### src/rtl/ps2_kb_led_ctrl.sv
// PS/2 keyboard LED writer: issues 0xED <led> through the shared transceiver,
// handles ack/resend/timeout, and forwards non-reply bytes to the key-code FSM.
module ps2_kb_led_ctrl #(
  parameter int TIMEOUT_CYCLES = 2_500_000,
  parameter int MAX_RETRY      = 3
) (
  input  logic       i_clk,
  input  logic       i_reset,
  input  logic       i_led_req,
  input  logic [2:0] i_led_val,
  output logic       o_busy,
  output logic       o_done_tick,
  output logic       o_err_tick,
  output logic       o_tx_wr,
  output logic [7:0] o_tx_data,
  input  logic       i_tx_idle,
  input  logic       i_rx_done_tick,
  input  logic [7:0] i_rx_data,
  output logic       o_scan_done_tick,
  output logic [7:0] o_scan_code
);

  localparam int TW = (TIMEOUT_CYCLES > 1) ? $clog2(TIMEOUT_CYCLES) : 1;
  localparam int CW = (MAX_RETRY > 0) ? $clog2(MAX_RETRY + 1) : 1;
  localparam logic [TW-1:0] TIMER_LAST = TW'(TIMEOUT_CYCLES - 1);
  localparam logic [CW-1:0] RETRY_MAX  = CW'(MAX_RETRY);
  localparam logic [7:0] CMD_SET_LED = 8'hED;
  localparam logic [7:0] RSP_ACK     = 8'hFA;
  localparam logic [7:0] RSP_RESEND  = 8'hFE;

  typedef enum logic [2:0] {
    IDLE         = 3'd0,
    SEND_CMD     = 3'd1,
    WAIT_CMD_ACK = 3'd2,
    SEND_ARG     = 3'd3,
    WAIT_ARG_ACK = 3'd4
  } state_t;

  state_t          state_q, state_d;
  logic            pend_q, pend_d;
  logic [2:0]      pend_val_q, pend_val_d;
  logic [2:0]      led_q, led_d;
  logic [TW-1:0]   timer_q, timer_d;
  logic [CW-1:0]   count_q, count_d;

  logic rx_ack_s, rx_resend_s, timeout_s, in_wait_s, retry_s;

  assign rx_ack_s    = i_rx_done_tick && (i_rx_data == RSP_ACK);
  assign rx_resend_s = i_rx_done_tick && (i_rx_data == RSP_RESEND);
  assign timeout_s   = (timer_q == TIMER_LAST);
  assign in_wait_s   = (state_q == WAIT_CMD_ACK) || (state_q == WAIT_ARG_ACK);

  // State register and datapath flops.
  always_ff @(posedge i_clk or posedge i_reset) begin
    if (i_reset) begin
      state_q    <= IDLE;
      pend_q     <= 1'b0;
      pend_val_q <= 3'b000;
      led_q      <= 3'b000;
      timer_q    <= '0;
      count_q    <= '0;
    end else begin
      state_q    <= state_d;
      pend_q     <= pend_d;
      pend_val_q <= pend_val_d;
      led_q      <= led_d;
      timer_q    <= timer_d;
      count_q    <= count_d;
    end
  end

  // Next-state logic, transceiver strobes and completion ticks.
  always_comb begin
    state_d     = state_q;
    pend_d      = pend_q;
    pend_val_d  = pend_val_q;
    led_d       = led_q;
    timer_d     = timer_q;
    count_d     = count_q;
    retry_s     = 1'b0;
    o_tx_wr     = 1'b0;
    o_tx_data   = 8'h00;
    o_done_tick = 1'b0;
    o_err_tick  = 1'b0;

    case (state_q)
      IDLE: begin
        if (pend_q) begin
          led_d   = pend_val_q;
          pend_d  = 1'b0;
          count_d = '0;
          state_d = SEND_CMD;
        end else begin
          state_d = IDLE;
        end
      end
      SEND_CMD: begin
        o_tx_data = CMD_SET_LED;
        if (i_tx_idle) begin
          o_tx_wr = 1'b1;
          timer_d = '0;
          state_d = WAIT_CMD_ACK;
        end else begin
          state_d = SEND_CMD;
        end
      end
      WAIT_CMD_ACK: begin
        o_tx_data = CMD_SET_LED;
        timer_d   = timer_q + TW'(1);
        // Ack is tested first so it beats a coincident timeout.
        if (rx_ack_s) begin
          state_d = SEND_ARG;
        end else if (rx_resend_s || timeout_s) begin
          retry_s = 1'b1;
        end else begin
          state_d = WAIT_CMD_ACK;
        end
      end
      SEND_ARG: begin
        o_tx_data = {5'b00000, led_q};
        if (i_tx_idle) begin
          o_tx_wr = 1'b1;
          timer_d = '0;
          state_d = WAIT_ARG_ACK;
        end else begin
          state_d = SEND_ARG;
        end
      end
      WAIT_ARG_ACK: begin
        o_tx_data = {5'b00000, led_q};
        timer_d   = timer_q + TW'(1);
        if (rx_ack_s) begin
          o_done_tick = 1'b1;
          state_d     = IDLE;
        end else if (rx_resend_s || timeout_s) begin
          retry_s = 1'b1;
        end else begin
          state_d = WAIT_ARG_ACK;
        end
      end
      default: begin
        state_d = IDLE;
      end
    endcase

    // A failed byte restarts the whole two-byte sequence.
    if (retry_s) begin
      if (count_q < RETRY_MAX) begin
        count_d = count_q + CW'(1);
        state_d = SEND_CMD;
      end else begin
        o_err_tick = 1'b1;
        state_d    = IDLE;
      end
    end else begin
      count_d = count_d;
    end

    // Placed last so a request in the launch cycle stays pending.
    if (i_led_req) begin
      pend_d     = 1'b1;
      pend_val_d = i_led_val;
    end else begin
      pend_val_d = pend_val_d;
    end
  end

  assign o_busy           = (state_q != IDLE);
  assign o_scan_code      = i_rx_data;
  assign o_scan_done_tick = i_rx_done_tick &&
                            !(in_wait_s && ((i_rx_data == RSP_ACK) || (i_rx_data == RSP_RESEND)));

endmodule

### config.mk
export PLATFORM = sky130hd
export DESIGN_NAME = ps2_kb_led_ctrl
export DESIGN_NICKNAME = d
export VERILOG_FILES = /design/src/rtl/ps2_kb_led_ctrl.sv
export SDC_FILE = /design/constraint.sdc
export NUM_CORES = 1
export LEC_CHECK = 0
export ABC_AREA = 1
export CAP_MARGIN = 40
export CORE_UTILIZATION = 54
export CTS_BUF_LIST = sky130_fd_sc_hd__clkbuf_4 sky130_fd_sc_hd__clkbuf_8 sky130_fd_sc_hd__clkbuf_16
export CTS_CLUSTER_DIAMETER = 60
export DETAILED_ROUTE_END_ITERATION = 10
export PLACE_DENSITY = 0.8
export SLEW_MARGIN = 10
export SYNTH_ARGS = -nofsm -noshare
export SYNTH_HDL_FRONTEND = slang
export SYNTH_SLANG_ARGS = --single-unit
### constraint.sdc
create_clock -name i_clk -period 2.1 [get_ports i_clk]
set_clock_uncertainty 0.1 [all_clocks]
set_input_delay 0.315 -clock i_clk [delete_from_list [all_inputs] [get_ports i_clk]]
set_output_delay 0.315 -clock i_clk [all_outputs]
set_load 0.05 [all_outputs]
# After elaboration in Yosys (flattened, before gate mapping)
# Index checks and enable logic that the tools add are counted.
[classes]
add_sub_neg = 2
n_mux = 28
eq_ne = 10
order_cmp = 1
n_reduce_logical = 19
[op_table]
columns = ["cell", "n"]
rows = [
  ["$pmux W22 S2", 1],
  ["$add A22 B1 Y22 const B", 1],
  ["$eq A22 B22 Y1 const B", 1],
  ["$mux W22", 1],
  ["$mux W3", 6],
  ["$eq A8 B8 Y1 const B", 2],
  ["$pmux W8 S2", 1],
  ["$pmux W3 S5", 1],
  ["$mux W1", 13],
  ["$mux W2", 5],
  ["$ne A4 B4 Y1 const B", 2],
  ["$reduce_or A2 Y1", 4],
  ["$eq A3 B2 Y1 const B", 2],
  ["$reduce_and A2 Y1", 3],
  ["$logic_and A1 B1 Y1", 4],
  ["$reduce_bool A2 Y1", 2],
  ["$eq A3 B1 Y1 const B", 1],
  ["$eq A3 B3 Y1 const B", 1],
  ["$logic_not A3 Y1", 1],
  ["$logic_or A1 B1 Y1", 3],
  ["$reduce_bool A3 Y1", 1],
  ["$add A2 B1 Y2 const B", 1],
  ["$lt A2 B2 Y1 const B", 1],
  ["$ne A2 B1 Y1 const B", 1],
  ["$logic_not A1 Y1", 1],
]
[totals]
reg_bits = 34
word_cells = 66
output_inout_bits = 21
in_bits = 16

# Logic depth before layout (Yosys ltp)
[logic_depth]
depth_word = 8
depth_mapped = 10
ltp_nobuf = 10

# Least setup slack after synthesis
# Ideal clock, no wire load.
[synth_path]
kind = "register to output"
startpoint = "register timer_q[0]"
endpoint = "output port o_err_tick"
arrival_ns = 1.795
t_required_ns = 1.685
path_stages_with_launch = 8
setup_slack_ns = -0.110
n_path_buf = 0
cell_sequence = "dfrtp_1 -> ha_1 -> nand3_1 -> nor2_1 -> nand3_1 -> nand2_1 -> nand2_1 -> nor2_1"
[synth_via]
elab_chain_cells = 6
[synth_lines]
columns = ["item", "line", "source"]
rows = [
  ["from (decl)", "43", "logic [TW-1:0] timer_q, timer_d;"],
  ["from (signal assigned)", "67", "timer_q <= timer_d;"],
  ["$eq A22 B22 Y1", "50", "assign timeout_s = (timer_q == TIMER_LAST);"],
  ["$logic_or A1 B1 Y1", "113, 135", ""],
  ["$mux W1", "113, 135", ""],
  ["$mux W1", "111", "if (rx_ack_s) begin"],
  ["$mux W1", "n/a", ""],
  ["$mux W1", "147", "if (retry_s) begin"],
  ["to (decl)", "13", "output logic o_err_tick,"],
]
# No other way between the ends.

# Final worst setup path
[layout_path]
startpoint = "register timer_q[13]"
endpoint = "output port o_err_tick"
# Same word-level chain as after synthesis.

==> results.py <==
metrics = {
    "global_routing": {
        "grt_max_degree": 24,
        "antenna_found_initial": 0,
        "grt_first_pass_wirelength_um": 9400,
        "overflow": 0,
        "grtUsageTotal_pct": 27.9,
        "grt_pass1_vias": 2136,
    },
    "place": {
        "dp_hpwl_um": 4510,
        "place_congestion": 0.915,
        "port-buffer-count": 35,
    },
    "die": {
        "ioPinCount": 37,
        "rows": 23,
        "core_um2": 4060,
        "dieArea_um2": 4550,
        "die_w_um": 67.5,
        "die_h_um": 67.5,
        "start_util_pct": 57.0,
    },
    "drt": {
        "first_pass_iters": 6,
        "wl_met2_um": 3210,
        "vias": 2404,
        "drc_errors": 0,
        "drtIter0Drc": 275,
        "detail_route.wl_per_cell_um": 13.8,
        "viasPerCell": 5.32,
        "wl_um": 6230,
        "postRouteAntennaNets": 0,
        "top_layer": "met4",
        "met1_length_um": 2630,
        "dr_wl_met3_um": 268,
    },
    "synth": {
        "synth_compound_area_share_pct": 8.71,
        "synth.area.top_cells": "dfrtp_1 (37%), nand2_1 (14%), nor2_1 (9.1%), inv_1 (7.5%), nand3_1 (6.3%)",
        "synth-edff-count": 0,
        "netlist_area_um2": 2310,
        "synthArstFlopShare_pct": 100,
        "synth_top_family_by_area": "simple AND/OR/NAND/NOR gates",
        "synth.most_common_cell": "nand2_1",
        "syn_inst": 342,
        "synthTopCellsByCount": "nand2_1 (86), nor2_1 (56), inv_1 (46), dfrtp_1 (34), nand3_1 (29)",
        "ys_warn_count": 0,
        "synth_top_area_share_pct": 36.8,
        "ys_ff_latch": 34,
        "synth_xor_xnor_area_share_pct": 2.65,
        "post_synth_num_cell_types": 28,
        "synthAdderAreaFrac_pct": 1.08,
        "synthSimpleGateAreaFrac_pct": 37.7,
        "seq_area_frac_synth_pct": 36.8,
        "postSynthAreaPerCell_um2": 6.76,
        "synthMuxAreaShare_pct": 0,
        "synth_top_cell_by_area": "dfrtp_1",
        "synth_ff_type": "dfrtp_1",
        "syn_nets": 360,
    },
    "power": {
        "power_mw": 3.35,
        "cellLeakagePower_nw": 1.50,
        "p_per_area_nw_per_um2": 1040,
        "ir_drop_mv": 1.13,
    },
    "clock_network": {
        "clk_latency_ns": 0.29,
        "htree_levels": 2,
        "cts_tree": "done",
        "cts.clk_slew.worst_paths_ns": 0.08,
        "tritoncts.num_buffers": 5,
        "clock_path_buffers": 2,
        "clock-sinks": 34,
        "postCtsHoldBufs": 0,
        "root_buffer": "clkbuf_8",
    },
    "critical_path": {
        "slowest_delay_ns": 0.41,
        "cp_slowest_cell": "dfrtp_1",
        "cp_max_fo": 3,
        "crit_type": "reg -> out",
        "crit_path_end_kind": "output port",
        "path_cells": "inv_1 -> nor2_1 -> nand2_1 -> nor2_2 -> nand3_2 -> nand2_2 -> nand2_1 -> nor2_2 -> buf_12",
        "start_kind": "register",
        "arrival_ns": 1.67,
        "crit_required_ns": 1.68,
    },
    "cells_and_area": {
        "drive_above_1_share_pct": 22.4,
        "n_antenna_cell": 0,
        "num-fill-cells": 273,
        "area_growth_pct": 39.3,
        "fin_nets": 419,
    },
    "sta": {
        "layout_min_cycle_time_ns": 2.09,
        "relSlewSlack_pct": 66.1,
        "rsz0062_at_grt": "yes",
        "whs_ns": 0.253,
        "fmax_ghz": 0.479,
        "drv_slew": 0,
        "hold_viol_final": 0,
        "tightest_slew_ns": 0.505,
        "finalCritPeriodShare_pct": 99.4,
        "setup_viol": 0,
    },
    "status": {
        "status": "completed",
    },
    "job": {
        "cap_violations": 0,
    },
    "hold_path": {
        "hold_class": "in -> async",
    },
}
per-stage QoR:
stage / instance area (um^2) / worst slack (ns) / setup TNS (ns) / instances / util (%)
floorplan: 2320 / 0.0156 / 0 / 342 / -
global placement: 2940 / -0.0268 / -0.0268 / 430 / 72.4
global route: 3220 / -0.0642 / -0.0642 / 452 / 79.4
finish: 3220 / 0.0135 / 0 / 452 / 79.4
CTS: 3040 / 0.00301 / 0 / 438 / 75.0
detailed placement: 2940 / -0.0588 / -0.0588 / 430 / 72.4
where the power goes:
part / internal, mW / total, mW / switching [mW]
registers: 0.754 / 0.841 / 0.0867
clock network: 0.264 / 0.512 / 0.249
logic: 0.779 / 1.99 / 1.21
total: 1.80 / 3.35 / 1.55
sequential cells by signal, indices dropped and copies added, names as in the netlist:
name and cells:
timer_q 22, led_q 3, pend_val_q 3, state_q 3, count_q 2, pend_q 1
final cells by class:
type                    instances  area, um^2  area share (%)
multi-input cells             244        1230            38.1
flip-flops and latches         34         856            26.6
repair buffers                 66         786            24.4
inverters                      50         195            6.06
clock buffers                   6        82.6            2.56
well taps                      50        62.6            1.94
clock inverters                 2        12.5           0.388
placed cells by master (no fill, tap or decap), types with 2 or more instances in the layout:
| master | synthesis | routed |
|---|---|---|
| clkdlybuf4s50_1 | 0 | 9 |
| nand2_1 | 86 | 82 |
| nor2_2 | 0 | 6 |
| dfrtp_2 | 0 | 4 |
| clkbuf_8 | 0 | 6 |
| nand3_2 | 2 | 3 |
| buf_12 | 0 | 19 |
| o22ai_1 | 7 | 7 |
| nand4_1 | 6 | 6 |
| dfrtp_1 | 34 | 30 |
| inv_1 | 46 | 45 |
| dlymetal6s2s_1 | 0 | 6 |
| o21ai_1 | 3 | 3 |
| nand2_4 | 2 | 2 |
| inv_2 | 3 | 3 |
| nor2_1 | 56 | 50 |
| nor3_1 | 12 | 11 |
| buf_4 | 12 | 32 |
| nand2_2 | 0 | 4 |
| nand3_1 | 29 | 27 |
| xor2_1 | 7 | 7 |
| o21ai_0 | 19 | 19 |
| a21oi_1 | 5 | 5 |
cell families after synthesis:
kind of cell / count (synthesis)
AND/OR/NAND/NOR: 197
buffers and inverters: 64
AO/OA/AOI/OAI: 37
flip-flops: 34
XOR/XNOR: 7
adder cells (fa/ha/maj): 2
other: 1
repair_timing:
| item | in CTS | in global routing |
|---|---|---|
| resized for setup | 2 | 26 |
| setup endpoints to repair | 1 | 2 |
| gates cloned | 0 | 0 |
| pin swaps | 0 | 10 |
| buffers inserted | 0 | 14 |
| hold endpoints to repair | 0 | 0 |
per-layer routing:
metal | vias to the layer above | GRT usage (%)
li1 | 1202 | -
met1 | 1115 | 34.1
met2 | 73 | 48.6
met3 | 14 | 4.56
met4 | 0 | 10.6
met5 | - | 0
worst max-delay path, delay by kind of cell, from the launching register on:
kind,cells,cell delay (ns)
AND/OR/NAND/NOR,7,0.74
flip-flops,1,0.41
buffers and inverters,2,0.24
final timing paths:
| path | start | end | slack [ns] | cells past startpoint |
|---|---|---|---|---|
| worst min register to register | led_q[2]$_DFFE_PP0P_ | led_q[2]$_DFFE_PP0P_ | 0.40 | 2 |
| min in group i_clk | led_q[2]$_DFFE_PP0P_ | led_q[2]$_DFFE_PP0P_ | 0.40 | 2 |
| max in group asynchronous | i_reset | state_q[2]$_DFFE_PP0P_ | 1.14 | 3 |
| worst max register to register | state_q[1]$_DFFE_PP0P_ | timer_q[2]$_DFFE_PP0P_ | 0.37 | 8 |
| worst max-delay path | timer_q[13]$_DFFE_PP0P_ | o_err_tick | 0.01 | 9 |
| worst min-delay path | i_reset | timer_q[8]$_DFFE_PP0P_ | 0.25 | 2 |
Power figures use the tool's default switching activity.
==> RTL edit, RTL diff (config.mk and constraints unchanged) <==
`MAX_RETRY`: 3 -> 5.
--- a/src/rtl/ps2_kb_led_ctrl.sv
+++ b/src/rtl/ps2_kb_led_ctrl.sv
@@ -4,3 +4,3 @@
   parameter int TIMEOUT_CYCLES = 2_500_000,
-  parameter int MAX_RETRY      = 3
+  parameter int MAX_RETRY      = 5
 ) (
Check against the original RTL: not equivalent (Yosys sat finds a counterexample within 10 cycles, from zero or initial values and one cycle with i_reset high).
==> RTL edit against the original RTL <==
- setup slack better by 0.0096 ns
- critical path depth is the same
- non-clock buffer count down 2
- total power is 1.4% lower
- area after synthesis grew 3.1%
- sequential cell count increased by 1
- cell area up 0.50%
- final cell count increased by 2.2%
- clock power is 5.3% lower
- wire length down 2.0%
- synthesized cell count rose by 3.8%
- critical path type is now in -> out
==> RTL edit: results (changes against the original RTL) <==
{| class="wikitable"
! Metric !! Value
|-
| Top cells by instance count after synthesis || 92 x nand2_1, 64 x nor2_1, 48 x inv_1, 35 x dfrtp_1, 26 x nand3_1 (was 86 x nand2_1, 56 x nor2_1, 46 x inv_1, 34 x dfrtp_1, 29 x nand3_1)
|-
| Number of global-route vias before repair || 2,210 (was 2,136)
|-
| Cell variety after synth || 29 (was 28)
|-
| Weighted congestion reported at the end of routability-driven placement || 0.951 (was 0.915)
|-
| Synth async-reset ratio || 100% (unchanged)
|-
| Synth warn || 0 (unchanged)
|-
| Total of buffers placed on input and output ports || 35 (unchanged)
|-
| Number of nets at the end of the flow || 429 (was 419)
|-
| Number of nets in the synthesized netlist || 373 (was 360)
|-
| Met2 global-route usage || 45.8% (was 48.6%)
|-
| Leakage || 1.51 nW (was 1.50 nW)
|-
| Root Buffer || clkbuf_8 (unchanged)
|-
| Path category of the worst min-delay check || in -> async (unchanged)
|-
| DR pass1 iterations || 4 (was 6)
|-
| Number of vias after detailed routing || 2,423 (was 2,404)
|-
| Post-DP HPWL || 4370 um (was 4510 um)
|-
| Worst voltage drop across the vdd grid || 0.974 mV (was 1.13 mV)
|-
| Worst path arrival time || between 1.5 and 2 ns
|-
| First-pass GRT wire length || 9560 um (was 9400 um)
|-
| Insertion delay of the later-clocked pin in the worst-skew pair || around 0.3 ns
|-
| Number of buffers inserted during clock tree synthesis || 5 (unchanged)
|-
| Top register by number of flip-flops || timer_q (unchanged)
|-
| Largest net degree at the start of global routing || 36 (was 24)
|-
| Diodes inserted || 0 (unchanged)
|-
| Global router's overall resource usage || 28.3% (was 27.9%)
|-
| Most area-consuming cells after synthesis || dfrtp_1 37%, nand2_1 14%, nor2_1 10%, inv_1 7.6%, nand3_1 5.5% (was dfrtp_1 37%, nand2_1 14%, nor2_1 9.1%, inv_1 7.5%, nand3_1 6.3%)
|-
| Depth of the CTS H-tree || 2 (unchanged)
|-
| Total placed cells including tap cells || 441 (was 430)
|-
| Flip-flop count of the largest register after layout || 22 (unchanged)
|-
| Total cell area at the placement stage || 2970 um^2 (was 2940 um^2)
|-
| Highest net fanout along the worst path || 3 (unchanged)
|-
| Met1 routing resource usage after global routing || 36.0% (was 34.1%)
|-
| Clock input transition at the sequential cells of the worst setup and hold paths || 0.08 ns (about the same)
|-
| Starting DRT DRC Count || 180 (was 275)
|-
| Final routed wirelength across all metal layers || 6100 um (was 6230 um)
|-
| Buffers from clock root to sink, at most || 2 (unchanged)
|-
| Global routing met3 resource utilization || 6.67% (was 4.56%)
|-
| Run status || complete, no violations (unchanged)
|-
| Antenna violations before repair || 0 (unchanged)
|-
| Fraction of the yosys area taken by sequential cells || 36.7% (was 36.8%)
|-
| Layout cell share with drive strength beyond 1 || 21.8% (was 22.4%)
|-
| Count of placed standard cells in the final layout, fillers left out || 462 (was 452)
|-
| Number of synthesized flops with an enable pin || 0 (unchanged)
|-
| Syn avg cell area || 6.72 um^2 (was 6.76 um^2)
|}
[RTL edit: power breakdown]
part	switching, mW	internal, mW	total [mW]	leakage [nW]
logic	1.20	0.766	1.97	0.993
registers	0.0783	0.769	0.847	0.465
clock network	0.258	0.227	0.485	0.0477
total	1.54	1.76	3.30	1.51
[RTL edit: layout make-up]
class,instances,area [um^2]
clock buffer,5,68.8
clock inverter,3,15.0
fill,285,876
inverter,50,190
multi-input combinational,255,1280
sequential,35,880
tap,50,62.6
timing repair buffer,64,744
[RTL edit: critical path, stage by stage]
cell,delay (ns)
clkdlybuf4s50_1,0.50
nand2_2,0.10
nor2_2,0.14
nand4_1,0.14
nand2_1,0.12
inv_2,0.05
nand2_2,0.10
nor2_4,0.05
buf_6,0.15
[RTL edit: worst paths after layout]
| path | endpoint | from | cells past startpoint | slack [ns] |
|---|---|---|---|---|
| hold reg to reg | pend_q | pend_q | 2 | 0.38 |
| hold / removal | timer_q[17] | i_reset | 3 | 0.31 |
| setup / recovery | o_err_tick | i_rx_data[7] | 9 | 0.02 |
| min in group i_clk | pend_q | pend_q | 2 | 0.38 |
| max in group asynchronous | timer_q[16] | i_reset | 3 | 1.26 |
| setup reg to reg | timer_q[14] | timer_q[0] | 7 | 0.38 |
[RTL edit: what timing repair did]
| action | in CTS | in global routing |
|---|---|---|
| pin swaps | 0 | 13 |
| setup buffers | 5 | 8 |
| setup endpoints to repair | 4 | 4 |
| gates resized for setup | 7 | 23 |
[RTL edit: per-layer routing]
metal  part of all wire, %  routed length (um)  up-vias
li1                      -                   -     1220
met1                    43                2600     1118
met2                    50                3030       76
met3                   6.0                 368        9
met4                   1.8                 108        0
met5                     0                   0        -
[RTL edit: cell families (layout without fill, tap and decap cells)]
family | after synthesis | count (layout) | synth area share (%)
other cells | 1 | 1 | 0.157
flops | 35 | 35 | 36.7
xor+xnor | 11 | 11 | 4.04
buf+inv | 65 | 122 | 12.6
fa+ha+maj | 2 | 2 | 1.05
compound gates | 33 | 33 | 7.61
simple gates | 208 | 208 | 37.8
[RTL edit: stage by stage]
stage | power (mW) | hold slack (ns) | worst slack (ns)
6_report | 3.30 | 0.313 | 0.0230
5_1_grt | 3.49 | 0.366 | -0.0529
4_1_cts | 3.24 | 0.335 | 0.00218
3_5_place_dp | 2.75 | 0.359 | -0.102
3_3_place_gp | 2.72 | 0.357 | -0.0855
2_1_floorplan | 2.03 | 0.322 | 0.0427
